`src/rtl/flux_capture_pkg.sv`:
```
// flux_capture_pkg: shared state encoding, overflow word and width check
// for the flux_capture disk-flux timing capture block.
package flux_capture_pkg;

    typedef enum logic [2:0] {
        ST_IDLE,
        ST_ARMED,
        ST_CAPTURE,
        ST_DRAIN,
        ST_DONE
    } state_t;

    localparam int BITS_MIN = 4;
    localparam int BITS_MAX = 32;

    function automatic bit bits_ok(input int bits);
        return (bits >= BITS_MIN) && (bits <= BITS_MAX);
    endfunction

    // Overflow word: MSB clear, every interval bit set.
    function automatic logic [31:0] ovf_code(input int bits);
        return 32'((64'd1 << (bits - 1)) - 64'd1);
    endfunction

endpackage

```
`src/rtl/flux_capture_if.sv`:
```
// flux_capture_if: captured-word handshake towards the RAM writer.
// A word moves when WRITE and READY are both high.
interface flux_capture_if #(
    parameter int BITS = 16
);
    logic [BITS-1:0] DATA;
    logic            WRITE;
    logic            READY;

    modport master (
        output DATA,
        output WRITE,
        input  READY
    );

    modport slave (
        input  DATA,
        input  WRITE,
        output READY
    );
endinterface

```
`src/rtl/flux_pulse_sync.sv`:
```
// flux_pulse_sync: multi-flop synchroniser for an asynchronous pulse,
// producing a one-cycle event on each rising edge.
module flux_pulse_sync #(
    parameter int STAGES = 2
) (
    input  logic CLOCK,
    input  logic RESET,
    input  logic async_in,
    output logic pulse
);
    logic [STAGES-1:0] sync_q;
    logic              last_q;

    always_ff @(posedge CLOCK) begin
        if (RESET) begin
            sync_q <= '0;
            last_q <= 1'b0;
        end else begin
            sync_q <= {sync_q[STAGES-2:0], async_in};
            last_q <= sync_q[STAGES-1];
        end
    end

    assign pulse = sync_q[STAGES-1] & ~last_q;
endmodule

```
`src/rtl/flux_capture.sv`:
```
// flux_capture: timestamps flux read/index pulses into BITS-wide words.
// Define FLUX_CAPTURE_INDEX_STOP_EN to enable auto-stop after N index edges.
module flux_capture
    import flux_capture_pkg::*;
#(
    parameter int BITS        = 16,
    parameter int SYNC_STAGES = 2
) (
    input  logic           CLOCK,
    input  logic           RESET,
    input  logic           CLKEN,
    input  logic           RUN,
    input  logic           START_ON_INDEX,
    input  logic [7:0]     INDEX_STOP_COUNT,
    input  logic           FD_RDDATA_IN,
    input  logic           FD_INDEX_IN,
    flux_capture_if.master ram,
    output logic           BUSY,
    output logic           DONE,
    output logic           LOST
);
    localparam int CW = BITS - 1;
    localparam logic [CW-1:0] CMAX = CW'((64'd1 << CW) - 64'd2);

    if (!bits_ok(BITS)) begin : g_bits_bad
        $error("flux_capture: BITS out of range");
    end

    state_t          state_q, state_d;
    logic [CW-1:0]   cnt_q;
    logic            run_q, ix_prev_q;
    logic [BITS-1:0] data_q, skid_q;
    logic            wr_q, skid_v_q, lost_q;

    logic            rd_ev, ix_ev, run_rise;
    logic            word_vld, cnt_clr, cnt_inc;
    logic            lost_clr, cfg_load, idx_one, idx_inc;
    logic            stop_hit, arm_stop, out_free;
    logic [BITS-1:0] word;

    flux_pulse_sync #(.STAGES(SYNC_STAGES)) u_rd_sync (
        .CLOCK    (CLOCK),
        .RESET    (RESET),
        .async_in (FD_RDDATA_IN),
        .pulse    (rd_ev)
    );

    flux_pulse_sync #(.STAGES(SYNC_STAGES)) u_ix_sync (
        .CLOCK    (CLOCK),
        .RESET    (RESET),
        .async_in (FD_INDEX_IN),
        .pulse    (ix_ev)
    );

    assign run_rise = RUN & ~run_q;

`ifdef FLUX_CAPTURE_INDEX_STOP_EN
    logic [7:0] stop_q, idx_q;

    always_ff @(posedge CLOCK) begin
        if (RESET) begin
            stop_q <= '0;
            idx_q  <= '0;
        end else if (cfg_load) begin
            stop_q <= INDEX_STOP_COUNT;
            idx_q  <= '0;
        end else if (idx_one) begin
            idx_q <= 8'd1;
        end else if (idx_inc) begin
            idx_q <= idx_q + 8'd1;
        end
    end

    assign stop_hit = ix_ev && (stop_q != 8'd0) && (idx_q + 8'd1 == stop_q);
    assign arm_stop = (stop_q == 8'd1);
`else
    logic unused_stop;
    assign unused_stop = ^{INDEX_STOP_COUNT, cfg_load, idx_one, idx_inc};
    assign stop_hit    = 1'b0;
    assign arm_stop    = 1'b0;
`endif

    always_ff @(posedge CLOCK) begin
        if (RESET) state_q <= ST_IDLE;
        else       state_q <= state_d;
    end

    always_comb begin
        state_d  = state_q;
        word_vld = 1'b0;
        word     = '0;
        cnt_clr  = 1'b0;
        cnt_inc  = 1'b0;
        lost_clr = 1'b0;
        cfg_load = 1'b0;
        idx_one  = 1'b0;
        idx_inc  = 1'b0;
        unique case (state_q)
            ST_IDLE: begin
                if (run_rise) begin
                    cfg_load = 1'b1;
                    lost_clr = 1'b1;
                    cnt_clr  = 1'b1;
                    state_d  = START_ON_INDEX ? ST_ARMED : ST_CAPTURE;
                end
            end
            ST_ARMED: begin
                if (!RUN) begin
                    state_d = ST_DONE;
                end else if (ix_ev) begin
                    cnt_clr = 1'b1;
                    idx_one = 1'b1;
                    state_d = arm_stop ? ST_DRAIN : ST_CAPTURE;
                end
            end
            ST_CAPTURE: begin
                // An edge always wins over a simultaneous overflow.
                if (rd_ev || ix_ev) begin
                    word_vld = 1'b1;
                    word     = {ix_ev | ix_prev_q, cnt_q};
                    cnt_clr  = 1'b1;
                end else if (CLKEN && (cnt_q == CMAX)) begin
                    word_vld = 1'b1;
                    word     = BITS'(ovf_code(BITS));
                    cnt_clr  = 1'b1;
                end else if (CLKEN) begin
                    cnt_inc = 1'b1;
                end
                idx_inc = ix_ev;
                if (!RUN || stop_hit) state_d = ST_DRAIN;
            end
            ST_DRAIN: begin
                if (!skid_v_q && !wr_q) state_d = ST_DONE;
            end
            ST_DONE: begin
                if (!RUN) state_d = ST_IDLE;
            end
            default: state_d = ST_IDLE;
        endcase
    end

    assign out_free = !wr_q || ram.READY;

    always_ff @(posedge CLOCK) begin
        if (RESET) begin
            cnt_q     <= '0;
            run_q     <= 1'b0;
            ix_prev_q <= 1'b0;
            data_q    <= '0;
            wr_q      <= 1'b0;
            skid_q    <= '0;
            skid_v_q  <= 1'b0;
            lost_q    <= 1'b0;
        end else begin
            run_q     <= RUN;
            ix_prev_q <= ix_ev;
            if (cnt_clr)      cnt_q <= '0;
            else if (cnt_inc) cnt_q <= cnt_q + CW'(1);
            if (lost_clr) lost_q <= 1'b0;
            // The skid word is always older than a new one, so it goes first.
            if (out_free) begin
                if (skid_v_q) begin
                    data_q   <= skid_q;
                    wr_q     <= 1'b1;
                    skid_q   <= word;
                    skid_v_q <= word_vld;
                end else if (word_vld) begin
                    data_q <= word;
                    wr_q   <= 1'b1;
                end else begin
                    wr_q <= 1'b0;
                end
            end else if (word_vld) begin
                if (!skid_v_q) begin
                    skid_q   <= word;
                    skid_v_q <= 1'b1;
                end else begin
                    lost_q <= 1'b1;
                end
            end
        end
    end

    assign ram.DATA  = data_q;
    assign ram.WRITE = wr_q;
    assign BUSY = (state_q == ST_ARMED) || (state_q == ST_CAPTURE) ||
                  (state_q == ST_DRAIN);
    assign DONE = (state_q == ST_DONE);
    assign LOST = lost_q;
endmodule

```
`src/flat_wrapper.sv`:
```
// flat-port wrapper written by rule: the top's interface ports become plain ports
module flux_capture_flat import flux_capture_pkg::*;
#(
    parameter int BITS        = 16,
    parameter int SYNC_STAGES = 2
)
  (CLOCK, RESET, CLKEN, RUN, START_ON_INDEX, INDEX_STOP_COUNT, FD_RDDATA_IN, FD_INDEX_IN, BUSY, DONE, LOST, ram_DATA, ram_WRITE, ram_READY);
  flux_capture_if #(.BITS(BITS)) ram_i ();
  input  logic CLOCK;
  input  logic RESET;
  input  logic CLKEN;
  input  logic RUN;
  input  logic START_ON_INDEX;
  input  logic [7:0] INDEX_STOP_COUNT;
  input  logic FD_RDDATA_IN;
  input  logic FD_INDEX_IN;
  output logic BUSY;
  output logic DONE;
  output logic LOST;
  output wire logic [$bits(ram_i.DATA)-1:0] ram_DATA;
  output wire logic [$bits(ram_i.WRITE)-1:0] ram_WRITE;
  input wire logic [$bits(ram_i.READY)-1:0] ram_READY;
  assign ram_DATA = ram_i.DATA;
  assign ram_WRITE = ram_i.WRITE;
  assign ram_i.READY = ram_READY;
  flux_capture #(.BITS(BITS), .SYNC_STAGES(SYNC_STAGES)) u_core (.CLOCK(CLOCK), .RESET(RESET), .CLKEN(CLKEN), .RUN(RUN), .START_ON_INDEX(START_ON_INDEX), .INDEX_STOP_COUNT(INDEX_STOP_COUNT), .FD_RDDATA_IN(FD_RDDATA_IN), .FD_INDEX_IN(FD_INDEX_IN), .ram(ram_i), .BUSY(BUSY), .DONE(DONE), .LOST(LOST));
endmodule
```
`config.mk`:
```
export PLATFORM = sky130hd
export DESIGN_NAME = flux_capture_flat
export DESIGN_NICKNAME = d
export VERILOG_FILES = /design/src/rtl/flux_capture_pkg.sv /design/src/rtl/flux_capture_if.sv /design/src/rtl/flux_pulse_sync.sv /design/src/rtl/flux_capture.sv /design/src/flat_wrapper.sv
export SDC_FILE = /design/constraint.sdc
export NUM_CORES = 1
export LEC_CHECK = 0
export CORE_MARGIN = 4
export CORE_UTILIZATION = 38
export CTS_BUF_LIST = sky130_fd_sc_hd__clkbuf_16
export CTS_CLUSTER_DIAMETER = 60
export DETAILED_ROUTE_END_ITERATION = 16
export PLACE_DENSITY = 0.68
export SYNTH_ARGS = -nofsm -noshare
export SYNTH_HDL_FRONTEND = slang
export SYNTH_SLANG_ARGS = --single-unit
```
`constraint.sdc`:
```
create_clock -name CLOCK -period 2 [get_ports CLOCK]
set_clock_uncertainty 0.05 [all_clocks]
set_input_delay 0.3 -clock CLOCK [delete_from_list [all_inputs] [get_ports CLOCK]]
set_output_delay 0.3 -clock CLOCK [all_outputs]
set_load 0.02 [all_outputs]
```
==> results.cfg <==
[floorplan]
initial_core_util_pct = 39.7
die_area_um2 = 9130
rows = 31
ios = 36
die_x_um = 95.5
coreArea_um2 = 7330
die_y_um = 95.5

[pwr]
ir_drop_mv = 0.578
p_per_area_nw_per_um2 = 803
totalPowerFinal_mw = 3.24
cellLeakagePower_nw = 1.56

[synthesis]
synth-edff-count = 0
avgSynthCellArea_um2 = 8.46
ys_seq_elements = 61
yosys-top-cells-count = dfxtp_1 (61), nor2_1 (57), nand2_1 (30), o221ai_1 (30), a22o_1 (15)
synth_nets = 362
synth_area_leaders = dfxtp_1 (42%), o221ai_1 (9.0%), nor2_1 (7.3%)
synth-main-ff-cell = dfxtp_1
synth.most_common_cell = dfxtp_1
synthArstFlopShare_pct = 0
yosys.cell_types.count = 48
netlist_area_um2 = 2910
netlist_instances = 344
yosysSeqAreaShare_pct = 41.9
yosys.area.top_type = dfxtp_1
synth_top_cell_area_share_pct = 41.9
ys.warnings.count = 0

[global_routing]
grt_pass1_wl_um = 13400
grt_max_degree = 16
antenna_found_initial = 0
grt_use_total_pct = 19.0
grt.overflow.total = 0
grt_pass1_vias = 2692

[clock_tree]
clock_latency_ns = 0.33
cts.path.max_buffers = 2
clkSinkCount = 61
clk_pin_slew_ns = 0.05
cts_tree = yes
cts_inserted_buffers = 9
htree_levels = 3
cts_root_buf = clkbuf_16

[worst_setup_path]
worstSetupStartpointType = flop
end_kind = flop
cp_num_buf_inv = 3
crit_slowest_cell = nor4_4
ff2ff_setup_slack_ns = 0.05
rr_endpoint = u_core.skid_q[4]
critPathArrivalTime_ns = 2.16
crit_path_end = u_core.skid_q[4]
reg2reg_from = u_core.cnt_q[0]
crit_cells = 9
path_class = flop to flop
critical_path.startpoint = u_core.cnt_q[0]
cp_slowest_stage_delay_ns = 0.39
crit_chain = inv_2, ha_4, nand4_1, nor4_4, buf_4, o211a_4, clkbuf_16, o221ai_1, nand2_1
r2r_cells = 9
cp_max_fo = 7
cp.required_ns = 2.22
cp_top_family = simple AND/OR/NAND/NOR gates

[cells_and_area]
syn_to_final_growth_pct = 38.5
final_nets = 423
diodes = 0
drive_above_1_share_pct = 24.1

[sta]
fmax_ghz = 0.514
layout_setup_ws_ns = 0.0547
min_period_ns = 1.95
max_slew_margin_pct = 46.7
fin_crit_sh_pct = 97.3
rsz0062_at_grt = true
tightest_slew_ns = 0.796
tns_ns = 0
report.final.setup_viol = 0
slew_viol_final = 0
final_hold_viol_count = 0

[routing]
wirelength_um = 8140
dr.pass1.iters = 5
num_vias = 2821
drc = 0
via_per_inst = 5.54
routedWlPerCell_um = 16.0
drt-initial-drc-count = 222
ant_nets = 0

[job]
cap_violations = 0

[placed_design]
place_congestion = 0.836
dp.final_hpwl_um = 5460
portBuffers = 27
preCtsSetupSlack_ns = -0.348

[worst_hold_path]
holdCritPathClass = flop to flop

[run_status]
outcome = finished, final reports clean
[layout by cell type, fill, tap and decap left out, drive strengths merged, types with 3 or more instances in the layout]
master	netlist	layout
nor3	5	5
dfxtp	61	61
nor2	57	57
a211oi	3	3
clkdlybuf4s50	0	24
a22o	15	15
clkinv	1	4
nand4	5	5
nor2b	11	11
nand2b	4	4
buf	17	52
o221ai	30	30
nand3	8	8
a21oi	11	11
clkbuf	13	10
xnor2	9	9
or3	3	3
nor4	6	6
nand2	30	30
o21ai	23	23
inv	3	7
[cells by family (layout without fill, tap and decap cells)]
logic type / count (synthesis) / in the layout / synth area share [%]
AOI/OAI and AO/OA: 97 / 97 / 24.6
xor gates and xnor gates: 11 / 11 / 3.31
adders and majority gates: 2 / 2 / 0.859
buffers and inverters: 34 / 100 / 5.20
DFF: 61 / 61 / 41.9
and+or+nand+nor: 139 / 139 / 24.1
[where the power goes]
group	switching [mW]	total [mW]	internal, mW
logic	0.335	0.612	0.277
registers	0.0357	1.31	1.27
clock network	0.511	1.32	0.806
total	0.881	3.24	2.36
[layout make-up]
cell class / instances / area (um^2)
Tap cell: 99 / 124
Fill cell: 652 / 3300
Inverter: 4 / 15.0
Multi-Input combinational cell: 249 / 1680
Sequential cell: 61 / 1230
Clock inverter: 7 / 27.5
Timing Repair Buffer: 80 / 734
Clock buffer: 9 / 225
[worst register-to-register path: stages (launching register included)]
cell       delay [ns]
dfxtp_2          0.32
inv_2            0.06
ha_4             0.13
nand4_1          0.14
nor4_4           0.39
buf_4            0.19
o211a_4          0.22
clkbuf_16        0.18
o221ai_1         0.12
nand2_1          0.10
[worst min path at each step]
stage | from | endpoint | slack (ns) | cells after the start
after detailed placement | u_core.u_ix_sync.last_q | u_core.ix_prev_q | 0.37 | 1
final | u_core.u_ix_sync.last_q | u_core.ix_prev_q | 0.38 | 1
after global routing | u_core.u_ix_sync.last_q | u_core.ix_prev_q | 0.40 | 1
after CTS | u_core.u_ix_sync.last_q | u_core.ix_prev_q | 0.39 | 1
after floorplan | u_core.u_ix_sync.last_q | u_core.ix_prev_q | 0.36 | 1
after global placement | u_core.u_ix_sync.last_q | u_core.ix_prev_q | 0.36 | 1
[metal layers]
layer / up-vias / track usage (%) / part of all wire (%)
met5: - / 0 / 0
met4: 0 / 7.35 / 2.1
met3: 15 / 7.50 / 8.1
met2: 117 / 30.6 / 48
met1: 1302 / 22.7 / 42
li1: 1387 / - / -
[stage by stage]
stage	util [%]	instance area (um^2)	hold WS, ns	cells
floorplan	-	2910	0.356	344
global placement	48.6	3560	0.365	487
detailed placement	48.6	3560	0.367	487
CTS	52.2	3830	0.386	504
global route	55.0	4030	0.398	509
finish	55.0	4030	0.383	509
[repair_timing]
action,in CTS,in global routing
endpoints found under the setup margin,21,36
gates resized for setup,4,40
pin swaps,2,28
cloned,0,1
setup buffers,1,4
hold buffers,0,0
endpoints found under the hold margin,0,0
[flip-flops by register name, summed over array words and instances, names as in the netlist]
register	count
u_core.skid_q	16
u_core.u_rd_sync.sync_q	2
u_core.ix_prev_q	1
u_core.skid_v_q	1
u_core.state_q	3
u_core.LOST	1
u_core.u_rd_sync.last_q	1
u_core.ram.WRITE	1
u_core.ram.DATA	16
u_core.run_q	1
u_core.cnt_q	15
u_core.u_ix_sync.sync_q	2
u_core.u_ix_sync.last_q	1
(Power assumes the default switching activity.)
